### src/rtl/exponent_update_pipe.sv
// Two-stage exponent-update pipeline for the FP adder: computes the signed internal
// exponent, saturated result exponent and overflow/underflow/zero flags.
module exponent_update_pipe #(
    parameter int EXP_W   = 8,
    parameter int SUM_W   = 27,
    parameter int SHIFT_W = 5
) (
    input  logic               clk,
    input  logic               rst_n,
    input  logic               flush,
    input  logic               in_valid,
    output logic               in_ready,
    input  logic               ovf,
    input  logic               ovf_rnd,
    input  logic               one_shift_left,
    input  logic [SUM_W-1:0]   sum,
    input  logic [EXP_W-1:0]   base_exp,
    input  logic [SHIFT_W-1:0] massive_shift_left,
    output logic               out_valid,
    input  logic               out_ready,
    output logic [EXP_W+1:0]   exp_int,
    output logic [EXP_W-1:0]   exp_out,
    output logic               overflow_flag,
    output logic               underflow_flag,
    output logic               zero_flag
);

    localparam int XW = EXP_W + 2;
    localparam logic [XW-1:0] MAX_E = {2'b00, {EXP_W{1'b1}}};

    logic s1_valid_q, s1_valid_d;
    logic s2_valid_q, s2_valid_d;
    logic s1_adv, s2_adv, s1_load, s2_load;

    logic [XW-1:0] s1_base_q, s1_base_d;
    logic [XW-1:0] s1_adj_q, s1_adj_d;
    logic          s1_zero_q, s1_zero_d;

    logic [XW-1:0]    s2_exp_q, s2_exp_d;
    logic [EXP_W-1:0] s2_eout_q, s2_eout_d;
    logic             s2_ovf_q, s2_ovf_d;
    logic             s2_unf_q, s2_unf_d;
    logic             s2_zero_q, s2_zero_d;

    logic          left_path;
    logic [XW-1:0] msl_x, ovf_x, rnd_x, osl_x;
    logic [XW-1:0] exp_sum;

    always_comb begin
        s2_adv   = !s2_valid_q || out_ready;
        s1_adv   = !s1_valid_q || s2_adv;
        in_ready = s1_adv;
        s1_load  = in_valid && s1_adv;
        s2_load  = s1_valid_q && s2_adv;

        s1_valid_d = flush ? 1'b0 : (s1_adv ? in_valid : s1_valid_q);
        s2_valid_d = flush ? 1'b0 : (s2_adv ? s1_valid_q : s2_valid_q);
    end

    // Stage 1: split the update into an unsigned base and a signed adjust term.
    always_comb begin
        left_path = !(ovf || sum[SUM_W-1] || sum[SUM_W-2]);
        msl_x     = {{(XW-SHIFT_W){1'b0}}, massive_shift_left};
        ovf_x     = {{(XW-1){1'b0}}, ovf};
        rnd_x     = {{(XW-1){1'b0}}, ovf_rnd};
        osl_x     = {{(XW-1){1'b0}}, one_shift_left};
        s1_base_d = {2'b00, base_exp};
        s1_adj_d  = left_path ? ('0 - msl_x) : (ovf_x + rnd_x - osl_x);
        s1_zero_d = (sum == '0) && !ovf;
    end

    always_comb begin
        exp_sum   = s1_base_q + s1_adj_q;
        s2_exp_d  = exp_sum;
        s2_eout_d = exp_sum[EXP_W-1:0];
        s2_ovf_d  = 1'b0;
        s2_unf_d  = 1'b0;
        s2_zero_d = 1'b0;
        if (s1_zero_q) begin
            s2_exp_d  = '0;
            s2_eout_d = '0;
            s2_zero_d = 1'b1;
        end else if ($signed(exp_sum) >= $signed(MAX_E)) begin
            s2_eout_d = '1;
            s2_ovf_d  = 1'b1;
        end else if (exp_sum[XW-1] || exp_sum == '0) begin
            s2_eout_d = '0;
            s2_unf_d  = 1'b1;
        end
    end

    always_ff @(posedge clk or negedge rst_n) begin
        if (!rst_n) begin
            s1_valid_q <= 1'b0;
            s2_valid_q <= 1'b0;
            s1_base_q  <= '0;
            s1_adj_q   <= '0;
            s1_zero_q  <= 1'b0;
            s2_exp_q   <= '0;
            s2_eout_q  <= '0;
            s2_ovf_q   <= 1'b0;
            s2_unf_q   <= 1'b0;
            s2_zero_q  <= 1'b0;
        end else begin
            s1_valid_q <= s1_valid_d;
            s2_valid_q <= s2_valid_d;
            if (s1_load) begin
                s1_base_q <= s1_base_d;
                s1_adj_q  <= s1_adj_d;
                s1_zero_q <= s1_zero_d;
            end
            if (s2_load) begin
                s2_exp_q  <= s2_exp_d;
                s2_eout_q <= s2_eout_d;
                s2_ovf_q  <= s2_ovf_d;
                s2_unf_q  <= s2_unf_d;
                s2_zero_q <= s2_zero_d;
            end
        end
    end

    assign out_valid      = s2_valid_q;
    assign exp_int        = s2_exp_q;
    assign exp_out        = s2_eout_q;
    assign overflow_flag  = s2_ovf_q;
    assign underflow_flag = s2_unf_q;
    assign zero_flag      = s2_zero_q;

endmodule

### config.mk
export PLATFORM = sky130hd
export DESIGN_NAME = exponent_update_pipe
export DESIGN_NICKNAME = d
export VERILOG_FILES = /design/src/rtl/exponent_update_pipe.sv
export SDC_FILE = /design/constraint.sdc
export NUM_CORES = 1
export LEC_CHECK = 0
export ABC_CLOCK_PERIOD_IN_PS = 4400
export CAP_MARGIN = 20
export CORE_MARGIN = 10
export CORE_UTILIZATION = 35
export DETAILED_ROUTE_END_ITERATION = 16
export PLACE_DENSITY = 0.68
export SYNTH_ARGS = -nofsm -noshare
export SYNTH_HDL_FRONTEND = slang
export SYNTH_SLANG_ARGS = --single-unit
### constraint.sdc
create_clock -name clk -period 4.4 [get_ports clk]
set_input_delay 0.66 -clock clk [delete_from_list [all_inputs] [get_ports clk]]
set_output_delay 0.66 -clock clk [all_outputs]
set_load 0.01 [all_outputs]
==> summary.txt <==
Timing
  – Final Critical Period: 2.55 ns
  – Slew headroom: 0.439
  – TNS Setup: 0 ns
  – Hold violation count in the final report: 0
  – WHS: 0.466 ns
  – Achievable frequency: 0.392 GHz
  – Tightest Pin Transition: 0.841 ns
  – Final WS setup: 1.85 ns
  – Slew Viols, Final: 0
  – RSZ-0062 raised after global routing: no
  – Fin crit share: 0.579
  – Fin Clk Skew: 0.00511 ns
  – Endpoints failing setup: 0

Finish
  – Share of cells above drive strength 1: 0.102
  – Post-Route Utilization: 0.494
  – Area of the multi-input gates: 1210 um2
  – Register Area: 951 um2
  – Final Instance Count excl. Fillers: 381
  – Design area: 3120 um2
  – Number of fill cells in the layout: 624
  – P&R area growth vs syn: 38.6%
  – ANT cells: 0
  – Final nets: 365

Logic synthesis
  – #FFs+latches synth: 38
  – Post-synth EDFFs: 0
  – Syn_area_per_cell: 9.70 um2
  – Synthesized instance count: 232
  – Synth Flop Type: dfrtp_1
  – Post-synth top cells: dfrtp_1, nand2_1, o21ai_0
  – Synth top area share: 0.422
  – Post-synthesis sequential area ratio: 0.422
  – Syn_nets: 294
  – Unique cell type count in the Yosys netlist: 55
  – Post-Syn Area: 2250 um2
  – Yosys warnings: 0
  – Async SR Flop Fraction: 1.00
  – Ranking of synthesized cells by area: dfrtp_1, ha_1, nand2_1
  – Top cell type by total area after synthesis: dfrtp_1
  – Most common cell in the synthesized netlist: dfrtp_1

Pwr
  – P_leak: 1.32 nW
  – Power Density: 392 nW/um2
  – Tot Pwr: 1.22 mW
  – Peak VDD IR: 0.257 mV

Routing
  – 1st-iter DRT viols: 88
  – Final WL: 5.67 mm
  – WL per Instance: 14.9 um
  – Vias per inst: 5.24
  – First-pass DRT Iterations: 4
  – Via count: 1,998
  – DRT antenna net count: 0
  – DRC: 0

Die
  – Die W: 100 um
  – Row count: 29
  – Initial core utilization: 0.357
  – Die Area: 10,000 um2
  – DIE HEIGHT: 100 um
  – Ports: 71
  – Core area: 6310 um2

CTS
  – Clk_lat worst skew: 0.29 ns
  – Setup bufs post-CTS: 0
  – Hold bufs inserted after CTS: 0
  – H-tree Lvls: 2
  – Post-CTS resize count: 0
  – Max Root-Sink Buffers: 2
  – CTS Buf Count: 5
  – TritonCTS clock tree: done
  – Sink Count: 38
  – Reg clk slew, reported paths: 0.07 ns
  – Root buffer cell: clkbuf_8

GRT
  – Largest net degree at the start of global routing: 39
  – Tot GR Track Use: 0.111
  – Number of global-route vias before repair: 2,082
  – GRT overflow: 0
  – Initial antenna violation count: 0
  – Global-route wire length before repair: 9.47 mm

Worst setup path
  – Crit end category: output port
  – Startpoint class of the critical path: primary input
  – R2r setup slk: 1.91 ns
  – Crit path kind: primary input to output port
  – Max FO, Critical Path: 3
  – Worst flop-to-flop path endpoint: exp_out[3]$_DFFE_PN0P_
  – Worst reg2reg path startpoint: s1_adj_q[8]$_DFFE_PN0P_
  – WP data arrival: 1.89 ns
  – Worst r2r path cells: 6
  – Worst Path Required: 3.74 ns

Place
  – RePlAce Congestion: 0.840
  – Detailed Place HPWL: 4.57 mm
  – Worst slack, placed: 1.85 ns
  – # placed instances: 373
  – Placed inst area: 3010 um2
  – I/O Buffers: 70

Run status
  – Status: complete, no violations

Run
  – Max-cap violations: 0

Worst hold path
  – Hold Path Class: primary input to async pin
placed cells by master (no fill, tap or decap), types with 4 or more instances in the layout:
cell,count
a21oi_1,18
a22o_1,4
clkbuf_8,8
clkdlybuf4s50_1,69
dfrtp_1,38
ha_1,13
inv_1,12
mux2_2,8
nand2_1,31
nor2_1,9
nor3_1,5
nor4_1,6
o21ai_0,20
critical path, stage by stage:
cell and delay [ns]:
clkdlybuf4s50_1 0.41, nor2b_1 0.22, nand2_1 0.11, clkdlybuf4s50_1 0.49
layout make-up:
cell class	count	share of cell area
sequential	38	0.305
multi-input combinational	174	0.388
inverter	12	0.0144
tap	77	0.0309
clock buffer	8	0.0353
timing repair buffer	72	0.227
registers in the layout, indices dropped and copies added (netlist names):
name and count:
exp_int 10, exp_out 8, out_valid 1, overflow_flag 1, s1_adj_q 6, s1_base_q 8
s1_valid_q 1, s1_zero_q 1, underflow_flag 1, zero_flag 1
power by group:
part	total (mW)	switching [mW]	internal, mW	leakage [nW]
registers	0.463	0.0428	0.420	0.475
clock network	0.282	0.123	0.158	0.0575
logic	0.480	0.228	0.252	0.787
total	1.22	0.395	0.830	1.32
layer usage:
| layer | up-vias | routed length, um | part of all wire | track usage |
|---|---|---|---|---|
| li1 | 994 | - | - | - |
| met4 | 0 | 65 | 0.011 | 0.0239 |
| met5 | - | 0 | 0 | 0 |
| met2 | 62 | 2660 | 0.47 | 0.182 |
| met3 | 8 | 472 | 0.083 | 0.0453 |
| met1 | 934 | 2470 | 0.44 | 0.132 |
kinds of logic (layout without fill, tap and decap cells):
family	count (synthesis)	after routing	synth area share
adder cells (fa/ha/maj)	14	14	0.0812
XOR/XNOR	6	6	0.0234
multiplexers	9	9	0.0445
AND/OR/NAND/NOR	76	76	0.179
flip-flops	38	38	0.422
AO/OA/AOI/OAI	69	69	0.210
buffers and inverters	20	92	0.0400
worst max path at each step:
stage | from | to | slack [ns] | cells after the start
floorplan | s1_base_q[0]$_DFFE_PN0P_ | exp_int[8]$_DFFE_PN0P_ | 2.18 | 7
global route | s1_adj_q[8]$_DFFE_PN0P_ | underflow_flag$_DFFE_PN0P_ | 1.75 | 7
global placement | s1_base_q[0]$_DFFE_PN0P_ | overflow_flag$_DFFE_PN0P_ | 1.71 | 7
CTS | out_ready | in_ready | 1.84 | 4
detailed placement | out_ready | in_ready | 1.85 | 4
finish | out_ready | in_ready | 1.85 | 4
(Power assumes the default switching activity.)
